--- config.mk ---
export PLATFORM = sky130hd
export DESIGN_NAME = uart_rx_ovs_flat
export DESIGN_NICKNAME = d
export VERILOG_FILES = /design/src/rtl/uart_rx_ovs_pkg.sv /design/src/rtl/uart_rx_ovs_if.sv /design/src/rtl/uart_rx_ovs_fifo.sv /design/src/rtl/uart_rx_ovs.sv /design/src/flat_wrapper.sv
export SDC_FILE = /design/constraint.sdc
export NUM_CORES = 1
export LEC_CHECK = 0
export BUFFER_PORTS_ARGS = -buffer_cell sky130_fd_sc_hd__buf_2
export CELL_PAD_IN_SITES_DETAIL_PLACEMENT = 1
export CELL_PAD_IN_SITES_GLOBAL_PLACEMENT = 2
export CORE_UTILIZATION = 34
export DETAILED_ROUTE_END_ITERATION = 10
export GPL_ROUTABILITY_DRIVEN = 0
export PLACE_DENSITY_LB_ADDON = 0.05
export REMOVE_ABC_BUFFERS = 1
export SLEW_MARGIN = 20
export SYNTH_ARGS = -nofsm -noshare
export SYNTH_HDL_FRONTEND = slang
export SYNTH_SLANG_ARGS = --single-unit
--- constraint.sdc ---
create_clock -name clk_i -period 2.4 [get_ports clk_i]
set_clock_uncertainty 0.05 [all_clocks]
set_input_delay 0.12 -clock clk_i [delete_from_list [all_inputs] [get_ports clk_i]]
set_output_delay 0.12 -clock clk_i [all_outputs]
set_load 0.05 [all_outputs]
--- src/rtl/uart_rx_ovs_pkg.sv ---
// Shared definitions for the oversampling UART receiver.
//   rx_state_e  : receiver FSM states
//   OVS_DEFAULT : default oversampling ratio
//   DBITS_W / DBITS_MIN / DATA_W_MAX : frame-format field widths and limits
//   rx_word_t   : one received word {pe, fe, data}
//   eff_dbits() : maps a programmed data-bit count onto the supported range
package uart_pkg;

    typedef enum logic [2:0] {
        IDLE,
        START,
        DATA,
        PARITY,
        STOP1,
        STOP2
    } rx_state_e;

    localparam int unsigned OVS_DEFAULT = 16;
    localparam int unsigned DBITS_W     = 4;
    localparam int unsigned DBITS_MIN   = 5;
    localparam int unsigned DATA_W_MAX  = 9;

    // Data field is sized for the widest supported frame; narrower
    // builds zero-extend into it.
    typedef struct packed {
        logic                  pe;
        logic                  fe;
        logic [DATA_W_MAX-1:0] data;
    } rx_word_t;

    // Out-of-range data-bit counts fall back to the full word width.
    function automatic logic [DBITS_W-1:0] eff_dbits(input logic [DBITS_W-1:0] d,
                                                     input int unsigned max_w);
        int unsigned dv;
        dv = 32'(d);
        if (dv < DBITS_MIN || dv > max_w) begin
            return DBITS_W'(max_w);
        end
        return d;
    endfunction

endpackage

--- src/rtl/uart_rx_ovs_if.sv ---
// Receive-word handshake between the UART receiver and its consumer.
//   data  : received word, LSB-first, unused MSBs zero
//   pe    : parity error for the word on data
//   fe    : framing error for the word on data
//   valid : word available
//   ready : consumer accepts the word (transfer on valid & ready)
// Modports: master = receiver side, slave = consumer side.
interface uart_rx_ovs_if #(
    parameter int unsigned DATA_W = 8
);
    logic [DATA_W-1:0] data;
    logic              pe;
    logic              fe;
    logic              valid;
    logic              ready;

    modport master (output data, output pe, output fe, output valid, input ready);
    modport slave  (input data, input pe, input fe, input valid, output ready);
endinterface

--- src/rtl/uart_rx_ovs_fifo.sv ---
// Synchronous first-word-fall-through FIFO for received UART words.
// Only built when UART_RX_FIFO_EN is defined.
//   clk_i, rst_ni : clock, asynchronous active-low reset
//   push, wdata   : write request and word
//   pop           : read request (head advances)
//   rdata         : head entry, zero while empty
//   empty, full   : occupancy flags
// Pointers carry one extra wrap bit so full and empty are distinguishable.
// A push while full is accepted only together with a pop.
`ifdef UART_RX_FIFO_EN
module uart_rx_fifo #(
    parameter int unsigned WIDTH = 10,
    parameter int unsigned DEPTH = 8
) (
    input  logic             clk_i,
    input  logic             rst_ni,
    input  logic             push,
    input  logic [WIDTH-1:0] wdata,
    input  logic             pop,
    output logic [WIDTH-1:0] rdata,
    output logic             empty,
    output logic             full
);
    localparam int unsigned AW = $clog2(DEPTH);

    logic [WIDTH-1:0] mem [DEPTH];
    logic [AW:0]      wr_ptr;
    logic [AW:0]      rd_ptr;
    logic             push_en;
    logic             pop_en;

    assign empty   = (wr_ptr == rd_ptr);
    assign full    = (wr_ptr[AW] != rd_ptr[AW]) && (wr_ptr[AW-1:0] == rd_ptr[AW-1:0]);
    assign pop_en  = pop & ~empty;
    assign push_en = push & (~full | pop_en);
    assign rdata   = empty ? '0 : mem[rd_ptr[AW-1:0]];

    always_ff @(posedge clk_i or negedge rst_ni) begin
        if (!rst_ni) begin
            wr_ptr <= '0;
            rd_ptr <= '0;
        end else begin
            if (push_en) wr_ptr <= wr_ptr + 1'b1;
            if (pop_en)  rd_ptr <= rd_ptr + 1'b1;
        end
    end

    always_ff @(posedge clk_i) begin
        if (push_en) mem[wr_ptr[AW-1:0]] <= wdata;
    end
endmodule
`endif

--- src/rtl/uart_rx_ovs.sv ---
// Oversampling UART receiver: serial rx_i -> parallel words on a valid/ready port.
// Own baud tick generator, 3-sample majority vote per bit, runtime frame format
// (5..DATA_W data bits, optional parity, 1 or 2 stop bits), parity/framing/overrun flags.
// Ports:
//   clk_i, rst_ni   : clock, asynchronous active-low reset
//   rx_i            : asynchronous serial input, idles high
//   cfg_en_i        : receiver enable; low aborts any frame in progress
//   cfg_div_i       : clk_i cycles per oversample tick, minus 1
//   cfg_dbits_i     : data bits per frame (out-of-range -> DATA_W)
//   cfg_pce_i       : parity enable; cfg_ps_i: 0 even, 1 odd
//   cfg_stop2_i     : two stop bits
//   bus (master)    : data/pe/fe/valid out, ready in
//   ore_o           : sticky overrun; err_clr_i clears it
//   busy_o          : frame in progress
// Build option: UART_RX_FIFO_EN selects a FIFO_DEPTH-entry FIFO instead of a
// single holding register.
module uart_rx_ovs
    import uart_pkg::*;
#(
    parameter int unsigned DATA_W     = 8,
    parameter int unsigned OVS        = OVS_DEFAULT,
    parameter int unsigned DIV_W      = 16,
    parameter int unsigned FIFO_DEPTH = 8
) (
    input  logic               clk_i,
    input  logic               rst_ni,
    input  logic               rx_i,
    input  logic               cfg_en_i,
    input  logic [DIV_W-1:0]   cfg_div_i,
    input  logic [DBITS_W-1:0] cfg_dbits_i,
    input  logic               cfg_pce_i,
    input  logic               cfg_ps_i,
    input  logic               cfg_stop2_i,
    uart_rx_ovs_if.master      bus,
    output logic               ore_o,
    input  logic               err_clr_i,
    output logic               busy_o
);
    localparam int unsigned SCNT_W = $clog2(OVS);
    localparam logic [SCNT_W-1:0] VOTE0 = SCNT_W'(OVS/2 - 1);
    localparam logic [SCNT_W-1:0] VOTE1 = SCNT_W'(OVS/2);
    localparam logic [SCNT_W-1:0] VOTE2 = SCNT_W'(OVS/2 + 1);
    localparam logic [SCNT_W-1:0] LAST  = SCNT_W'(OVS - 1);

    if (OVS < 8 || (OVS % 2) != 0 || DATA_W < DBITS_MIN || DATA_W > DATA_W_MAX ||
        FIFO_DEPTH < 2 || (FIFO_DEPTH & (FIFO_DEPTH - 1)) != 0) begin : g_bad_param
        $error("uart_rx_ovs: unsupported parameter set");
    end

    // ---------------------------------------------------------------
    // Input synchroniser and falling-edge detect
    // ---------------------------------------------------------------
    logic rx_s1, rx_s2, rx_d;
    logic fall;

    always_ff @(posedge clk_i or negedge rst_ni) begin
        if (!rst_ni) begin
            rx_s1 <= 1'b1;
            rx_s2 <= 1'b1;
            rx_d  <= 1'b1;
        end else begin
            rx_s1 <= rx_i;
            rx_s2 <= rx_s1;
            rx_d  <= rx_s2;
        end
    end

    assign fall = rx_d & ~rx_s2;

    // ---------------------------------------------------------------
    // State and timing
    // ---------------------------------------------------------------
    rx_state_e state_q, state_d;

    logic [DIV_W-1:0]  div_cnt;
    logic [DIV_W-1:0]  div_q;
    logic [SCNT_W-1:0] s_cnt;
    logic              tick;
    logic              decide;
    logic              bit_end;
    logic              v0_q, v1_q;
    logic              vote;

    // Divider is held at zero while idle, so the first tick of a frame is
    // measured from the cycle the start edge was seen. The divisor is only
    // reloaded at wrap (or while idle) so a change never truncates a tick.
    assign tick = (state_q != IDLE) && (div_cnt == div_q);

    always_ff @(posedge clk_i or negedge rst_ni) begin
        if (!rst_ni) begin
            div_cnt <= '0;
            div_q   <= '0;
            s_cnt   <= '0;
        end else if (state_q == IDLE) begin
            div_cnt <= '0;
            div_q   <= cfg_div_i;
            s_cnt   <= '0;
        end else if (tick) begin
            div_cnt <= '0;
            div_q   <= cfg_div_i;
            s_cnt   <= (s_cnt == LAST) ? '0 : s_cnt + 1'b1;
        end else begin
            div_cnt <= div_cnt + 1'b1;
        end
    end

    always_ff @(posedge clk_i or negedge rst_ni) begin
        if (!rst_ni) begin
            v0_q <= 1'b1;
            v1_q <= 1'b1;
        end else if (tick) begin
            if (s_cnt == VOTE0) v0_q <= rx_s2;
            if (s_cnt == VOTE1) v1_q <= rx_s2;
        end
    end

    // Third sample is taken live on the deciding tick.
    assign vote    = (v0_q & v1_q) | (v0_q & rx_s2) | (v1_q & rx_s2);
    assign decide  = tick && (s_cnt == VOTE2);
    assign bit_end = tick && (s_cnt == LAST);

    // ---------------------------------------------------------------
    // Per-frame registers
    // ---------------------------------------------------------------
    logic [DBITS_W-1:0] dbits_q;
    logic               pce_q, ps_q, stop2_q;
    logic [DBITS_W-1:0] bit_idx_q;
    logic [DATA_W-1:0]  data_q;
    logic               pe_q, fe_q;
    logic               start_go;

    assign start_go = (state_q == IDLE) && cfg_en_i && fall;

    always_ff @(posedge clk_i or negedge rst_ni) begin
        if (!rst_ni) begin
            dbits_q   <= '0;
            pce_q     <= 1'b0;
            ps_q      <= 1'b0;
            stop2_q   <= 1'b0;
            bit_idx_q <= '0;
            data_q    <= '0;
            pe_q      <= 1'b0;
            fe_q      <= 1'b0;
        end else if (start_go) begin
            dbits_q   <= eff_dbits(cfg_dbits_i, DATA_W);
            pce_q     <= cfg_pce_i;
            ps_q      <= cfg_ps_i;
            stop2_q   <= cfg_stop2_i;
            bit_idx_q <= '0;
            data_q    <= '0;
            pe_q      <= 1'b0;
            fe_q      <= 1'b0;
        end else if (decide) begin
            case (state_q)
                DATA: begin
                    data_q    <= data_q | (DATA_W'(vote) << bit_idx_q);
                    bit_idx_q <= bit_idx_q + 1'b1;
                end
                PARITY: pe_q <= (vote != (ps_q ^ (^data_q)));
                STOP1:  fe_q <= ~vote;
                default: ;
            endcase
        end
    end

    // ---------------------------------------------------------------
    // FSM next state; final stop bit pushes on its decision tick
    // ---------------------------------------------------------------
    logic push;

    always_comb begin
        state_d = state_q;
        push    = 1'b0;
        case (state_q)
            IDLE: begin
                if (start_go) state_d = START;
            end
            START: begin
                if (decide && vote) state_d = IDLE;
                else if (bit_end)   state_d = DATA;
            end
            DATA: begin
                // bit_idx_q was advanced on this bit's decision tick
                if (bit_end && bit_idx_q == dbits_q) state_d = pce_q ? PARITY : STOP1;
            end
            PARITY: begin
                if (bit_end) state_d = STOP1;
            end
            STOP1: begin
                if (decide && !stop2_q) begin
                    push    = 1'b1;
                    state_d = IDLE;
                end else if (bit_end) begin
                    state_d = STOP2;
                end
            end
            STOP2: begin
                if (decide) begin
                    push    = 1'b1;
                    state_d = IDLE;
                end
            end
            default: state_d = IDLE;
        endcase
        if (!cfg_en_i) begin
            push    = 1'b0;
            state_d = IDLE;
        end
    end

    always_ff @(posedge clk_i or negedge rst_ni) begin
        if (!rst_ni) state_q <= IDLE;
        else         state_q <= state_d;
    end

    assign busy_o = (state_q != IDLE);

    // fe_q is already 0 on a single-stop frame, so ORing is safe for both.
    rx_word_t push_word;
    always_comb begin
        push_word      = '0;
        push_word.pe   = pe_q;
        push_word.fe   = fe_q | ~vote;
        push_word.data = DATA_W_MAX'(data_q);
    end

    // ---------------------------------------------------------------
    // Word storage and overrun
    // ---------------------------------------------------------------
    logic full;
    logic pop;
    logic overrun;

`ifdef UART_RX_FIFO_EN
    logic [DATA_W+1:0] fifo_rdata;
    logic              fifo_empty;

    uart_rx_fifo #(
        .WIDTH (DATA_W + 2),
        .DEPTH (FIFO_DEPTH)
    ) u_fifo (
        .clk_i  (clk_i),
        .rst_ni (rst_ni),
        .push   (push),
        .wdata  ({push_word.pe, push_word.fe, DATA_W'(push_word.data)}),
        .pop    (pop),
        .rdata  (fifo_rdata),
        .empty  (fifo_empty),
        .full   (full)
    );

    assign pop       = ~fifo_empty & bus.ready;
    assign bus.valid = ~fifo_empty;
    assign bus.pe    = fifo_rdata[DATA_W+1];
    assign bus.fe    = fifo_rdata[DATA_W];
    assign bus.data  = fifo_rdata[DATA_W-1:0];
`else
    rx_word_t word_q;
    logic     valid_q;

    always_ff @(posedge clk_i or negedge rst_ni) begin
        if (!rst_ni) begin
            word_q  <= '0;
            valid_q <= 1'b0;
        end else if (push && (!valid_q || pop)) begin
            word_q  <= push_word;
            valid_q <= 1'b1;
        end else if (pop) begin
            valid_q <= 1'b0;
        end
    end

    assign full      = valid_q;
    assign pop       = valid_q & bus.ready;
    assign bus.valid = valid_q;
    assign bus.pe    = word_q.pe;
    assign bus.fe    = word_q.fe;
    assign bus.data  = DATA_W'(word_q.data);
`endif

    // A pop in the same cycle frees the slot, so that push is not an overrun.
    assign overrun = push & full & ~pop;

    always_ff @(posedge clk_i or negedge rst_ni) begin
        if (!rst_ni)        ore_o <= 1'b0;
        else if (overrun)   ore_o <= 1'b1;
        else if (err_clr_i) ore_o <= 1'b0;
    end

endmodule

--- src/flat_wrapper.sv ---
// flat-port wrapper written by rule: the top's interface ports become plain ports
module uart_rx_ovs_flat import uart_pkg::*;
#(
    parameter int unsigned DATA_W     = 8,
    parameter int unsigned OVS        = OVS_DEFAULT,
    parameter int unsigned DIV_W      = 16,
    parameter int unsigned FIFO_DEPTH = 8
)
  (clk_i, rst_ni, rx_i, cfg_en_i, cfg_div_i, cfg_dbits_i, cfg_pce_i, cfg_ps_i, cfg_stop2_i, ore_o, err_clr_i, busy_o, bus_data, bus_pe, bus_fe, bus_valid, bus_ready);
  uart_rx_ovs_if #(.DATA_W(DATA_W)) bus_i ();
  input  logic clk_i;
  input  logic rst_ni;
  input  logic rx_i;
  input  logic cfg_en_i;
  input  logic [DIV_W-1:0] cfg_div_i;
  input  logic [DBITS_W-1:0] cfg_dbits_i;
  input  logic cfg_pce_i;
  input  logic cfg_ps_i;
  input  logic cfg_stop2_i;
  output logic ore_o;
  input  logic err_clr_i;
  output logic busy_o;
  output wire logic [$bits(bus_i.data)-1:0] bus_data;
  output wire logic [$bits(bus_i.pe)-1:0] bus_pe;
  output wire logic [$bits(bus_i.fe)-1:0] bus_fe;
  output wire logic [$bits(bus_i.valid)-1:0] bus_valid;
  input wire logic [$bits(bus_i.ready)-1:0] bus_ready;
  assign bus_data = bus_i.data;
  assign bus_pe = bus_i.pe;
  assign bus_fe = bus_i.fe;
  assign bus_valid = bus_i.valid;
  assign bus_i.ready = bus_ready;
  uart_rx_ovs #(.DATA_W(DATA_W), .OVS(OVS), .DIV_W(DIV_W), .FIFO_DEPTH(FIFO_DEPTH)) u_core (.clk_i(clk_i), .rst_ni(rst_ni), .rx_i(rx_i), .cfg_en_i(cfg_en_i), .cfg_div_i(cfg_div_i), .cfg_dbits_i(cfg_dbits_i), .cfg_pce_i(cfg_pce_i), .cfg_ps_i(cfg_ps_i), .cfg_stop2_i(cfg_stop2_i), .bus(bus_i), .ore_o(ore_o), .err_clr_i(err_clr_i), .busy_o(busy_o));
endmodule
; ---- Yosys cells after proc, flatten, opt, wreduce, memory -nomap -nowiden
; Cells that the tools add are included.
; W data, S select, Z words.
[totals]
in_bits = 29
output_inout_bits = 13
ff_bits = 77
[classes]
mux = 42
addsub = 3
shifts = 1
n_eq_ne = 18
bitwise = 15
n_reduce_logical = 29
n_lt_le_gt_ge = 2
[op_table]
columns = op, count
row1 = $mux W16, 4
row2 = $mux W4, 8
row3 = $mux W3, 10
row4 = $mux W8, 3
row5 = $pmux W3 S6, 1
row6 = $add A16 B1 Y16 const B, 1
row7 = $eq A16 B16 Y1, 1
row8 = $mux W1, 15
row9 = $reduce_bool A2 Y1, 7
row10 = $eq A4 B4 Y1 const B, 3
row11 = $ne A3 B2 Y1 const B, 4
row12 = $reduce_and A2 Y1, 5
row13 = $logic_and A1 B1 Y1, 9
row14 = $add A4 B1 Y4 const B, 2
row15 = $ne A4 B2 Y1 const B, 2
row16 = $or A8 B8 Y8, 1
row17 = $reduce_xor A8 Y1, 1
row18 = $shl A1 B4 Y8, 1
row19 = $and A1 B1 Y1, 7
row20 = $eq A3 B2 Y1 const B, 2
row21 = $eq A3 B3 Y1 const B, 2
row22 = $reduce_and A6 Y1, 1
row23 = $eq A4 B3 Y1 const B, 1
row24 = $eq A4 B4 Y1, 1
row25 = 12 further kinds, 18

; ---- Longest topological paths before layout
[depth]
word_depth = 10
ltp_mapped = 8
ltp_nobuf = 8

; ---- Worst setup path after synthesis
; Ideal clock, no wire load.
[synth_timing]
path_kind = flip-flop to flip-flop
from = register u_core.div_cnt[2]
to = register u_core.word_q, in the netlist u_core.bus.data[0]
stages_incl_launch_ff = 8
t_arrival_ns = 2.075
path_buffers = 1
setup_slack_ns = 0.150
t_required_ns = 2.225
setup_ns = 0.125
cell_sequence = dfrtp_1 > xnor2_1 > nand4_1 > nor4_4 > nand2_1 > nor4b_1 > buf_4 > mux2_2
[synth_via]
elab_chain_cells = 8
word_cells_on_any_way = 9
classes_between = eq/ne: 1 / mux: 4 / reduce/logical: 4
[synth_rtl]
columns = element, line
row1 = from (decl), uart_rx_ovs.sv:75  ; logic [DIV_W-1:0] div_cnt;
row2 = from (signal assigned), uart_rx_ovs.sv:103  ; div_cnt <= div_cnt + 1'b1;
row3 = $eq A16 B16 Y1 *, uart_rx_ovs.sv:87  ; assign tick = (state_q != IDLE) && (div_cnt == div_q);
row4 = $logic_and A1 B1 Y1 *, uart_rx_ovs.sv:87
row5 = $logic_and A1 B1 Y1 *, uart_rx_ovs.sv:119  ; assign decide = tick && (s_cnt == VOTE2);
row6 = $logic_and A1 B1 Y1, uart_rx_ovs.sv:190  ; if (decide && !stop2_q) begin
row7 = $mux W1, uart_rx_ovs.sv:190
row8 = $pmux W1 S2 *, uart_rx_ovs.sv:174  ; case (state_q)
row9 = $mux W1 *, uart_rx_ovs.sv:205  ; if (!cfg_en_i) begin
row10 = $logic_and A1 B1 Y1 *, uart_rx_ovs.sv:265  ; end else if (push && (!valid_q || pop)) begin
row11 = to (signal assigned), uart_rx_ovs.sv:266  ; word_q <= push_word;
row12 = to (decl), uart_rx_ovs.sv:258  ; rx_word_t word_q;
; Mark *: on every way between the ends. The rest lies on a longest branch, timed or not.
; A chain may end at the register's enable or synchronous reset.

; ---- Worst setup path after layout
[layout_timing]
from = register u_core.div_cnt[12]
to = register u_core.v0_q
[layout_via]
elab_chain_cells = 3
[layout_rtl]
columns = element, line
row1 = $eq A16 B16 Y1, uart_rx_ovs.sv:87
row2 = $logic_and A1 B1 Y1, uart_rx_ovs.sv:87
row3 = $reduce_and A2 Y1 (no source line), --
row4 = to (signal assigned), uart_rx_ovs.sv:112  ; if (s_cnt == VOTE0) v0_q <= rx_s2;
row5 = to (decl), uart_rx_ovs.sv:81  ; logic v0_q, v1_q;
; No other way between the ends.

==> run metrics <==
status=completed; CTS root buffer=clkbuf_8; Seq/Total Area, Yosys=51.6%; Clock Latency Late Sink=0.35 ns; relative slew slack=67.9%; Crit Path Max Fanout=6; Detailed Route Iter0 Violations=51; vias=2869; initial core utilization=35.7%; Post-Route Setup TNS=0 ns; Lkg Pwr=2.26 nW; wire per inst=16.2 µm; Tot GR Track Use=18.3%; FF/Latch Area=1940 µm²; hpwl dp=6.48 mm; ANT cells=0; Tcrit/Tclk final=99.1%; multi-input combinational cell area=1800 µm²; Syn Area/Cell=10.7 µm²; Clock Path Buffers=2; crit path from=u_core.div_cnt[12]; largest net degree at the start of global routing=43; row count=37; die area=11500 µm²; DR pass1 iterations=4; sw frac=30.8%; flop and latch count out of synthesis=77; fin. max-slew vios=0; filler cell count=1177; Setup WS pre-CTS=-0.0787 ns; antenna violations before repair=0; PortBufs=41; Num CTS Buffers=9; # IOs=42; Required @ worst endpoint=2.63 ns; Synth Instances=349; most frequent cells in the layout=69 x dfrtp_1, 40 x nor2_1, 40 x buf_2, 29 x nand2_1, 29 x buf_4; area grow syn2layout=31.5%; via/cell ratio=4.88; fin crit period=2.38 ns; NetSw=0.00118 W; Synth Warn #=0; Power per Cell Area=775 nW/µm²; Post-Route Utilization=46.9%; Data arrival, critical path=2.61 ns; asr flop ratio synth=100%; worst setup path end=u_core.v0_q; H-Tree Depth=3; vias in the first global route=3156; Flop pwr share=43.4%; worst reg2reg path startpoint=u_core.div_cnt[12]; total design power=0.00382 W; nets@finish=481; reg2reg end=u_core.v0_q; first-pass GRT wire length=16.0 mm; share of cells above drive strength 1=32.3%; Final setup viols=0; Routed WL=9.54 mm; CTS tree=done; clk sinks=77; commonest non-fill, non-tap cell in the layout=dfrtp_1; worst r2r path cells=8; Die X=107 µm; # DRC=0; kind of end point of the critical path=register; slack of the worst reg-to-reg path=0.02 ns; critical path startpoint category=register; core area=10500 µm²; RSZ-0062 raised after global routing=yes; PnR worst setup slack=0.0217 ns; clk slew on worst S/H paths=0.09 ns; combinational share of power=27.0%; main flop type after synthesis=dfrtp_1; Die H=107 µm; fmax=420 MHz; total congestion overflow=0; worst slew pin tran=0.469 ns; Hold Path Class=in2reg; Post-Synthesis Cell Area=3750 µm²; Pint=0.00264 W; number of max-cap violations=0; Clk pwr share=29.6%; Post-DRT Antenna Nets=0; Cell variety after synth=48; Peak VDD IR=333 µV; critical path class=reg2reg; number of synthesized flops with an enable pin=0; Final Hold Vio Count=0
[worst max-delay path, cell delays in order (launching register included)]
cell and delay [ns]:
dfrtp_2 0.44, xnor2_1 0.15, nand4_1 0.20, nor4_4 0.37, buf_4 0.18, buf_8 0.12
nand2_2 0.06, or4b_4 0.48, mux2_2 0.28
[metrics by stage]
step	hold slack, ns	cell area (µm²)	instances
2_1_floorplan	-0.226	3680	336
3_3_place_gp	0.0753	4260	535
3_5_place_dp	0.0730	4260	535
4_1_cts	0.0502	4820	583
5_1_grt	0.0549	4930	588
6_report	0.0661	4930	588
[worst min path at each step]
stage	cells after the start	start	slack [ns]	to
2_1_floorplan	0	rst_ni	-0.23	u_core.bit_idx_q[0]
4_1_cts	4	cfg_dbits_i[3]	0.05	u_core.dbits_q[0]
3_5_place_dp	1	rst_ni	0.07	u_core.stop2_q
5_1_grt	4	cfg_dbits_i[3]	0.05	u_core.dbits_q[0]
3_3_place_gp	1	rst_ni	0.08	u_core.stop2_q
6_report	4	cfg_dbits_i[3]	0.07	u_core.dbits_q[1]
[metal layers]
metal,part of all wire (%),track usage (%),vias up
met4,1.2,6.46,0
met2,52,32.1,44
met3,2.2,2.37,10
met5,0,0,-
met1,45,22.9,1423
li1,-,-,1392
[kinds of logic after synthesis]
logic type / count (synthesis) / share of synthesized area (%)
muxes: 32 / 9.54
buffers and inverters: 23 / 2.74
DFF: 77 / 51.6
adders and majority gates: 6 / 1.94
and+or+nand+nor: 129 / 17.3
xor gates and xnor gates: 46 / 10.7
AOI/OAI and AO/OA: 36 / 6.17
[flip-flops by register name, indices dropped and copies added, names as in the netlist, 3 cells and up]
name,cells
u_core.state_q,3
u_core.bus.data,8
u_core.div_cnt,16
u_core.div_q,16
u_core.bit_idx_q,4
u_core.dbits_q,4
u_core.data_q,8
u_core.s_cnt,4
[final cells by class]
class                   instances  area share [%]
inverters                      10           0.761
well taps                     136            3.45
multi-input cells             249            36.4
clock buffers                  11            2.87
clock inverters                 5            1.70
flip-flops and latches         77            39.3
repair buffers                100            15.5
[power by group through the flow]
stage	Combinational [W]	Sequential, W	Clock [W]
after floorplan	0.000598	0.00165	0
after global placement	0.000927	0.00168	0
after detailed placement	0.000940	0.00169	0
after CTS	0.00101	0.00166	0.00116
after global routing	0.00115	0.00169	0.00123
final	0.00103	0.00166	0.00113
[Yosys cell counts (2+ instances only)]
cell type	n	share of area, %
nand4_1	7	1.2
or4_1	2	0.40
mux2i_1	2	0.53
nand3_1	19	2.5
nand2_1	31	3.1
nor2b_1	5	0.83
nand2b_1	3	0.50
and4_2	2	0.53
and3_1	3	0.50
or2_2	2	0.33
dfrtp_1	72	48
a31oi_1	2	0.33
o211ai_1	3	0.60
clkbuf_1	7	0.70
ha_1	5	1.7
dfstp_2	5	3.5
mux2_2	30	9.0
nor3_1	6	0.80
or3_1	2	0.33
buf_2	3	0.40
xnor2_1	29	6.8
inv_1	10	1.0
nor2_1	40	4.0
a21oi_1	15	2.0
o21ai_0	5	0.67
xor2_1	17	4.0
[repair_timing]
action | in CTS | in global routing
endpoints found under the hold margin | 58 | 0
endpoints found under the setup margin | 14 | 30
setup buffers | 7 | 4
pin swaps | 7 | 4
hold buffers | 24 | 0
resized for setup | 12 | 15
cloned | 1 | 1
Note: power is estimated with default switching activity, not from simulation.
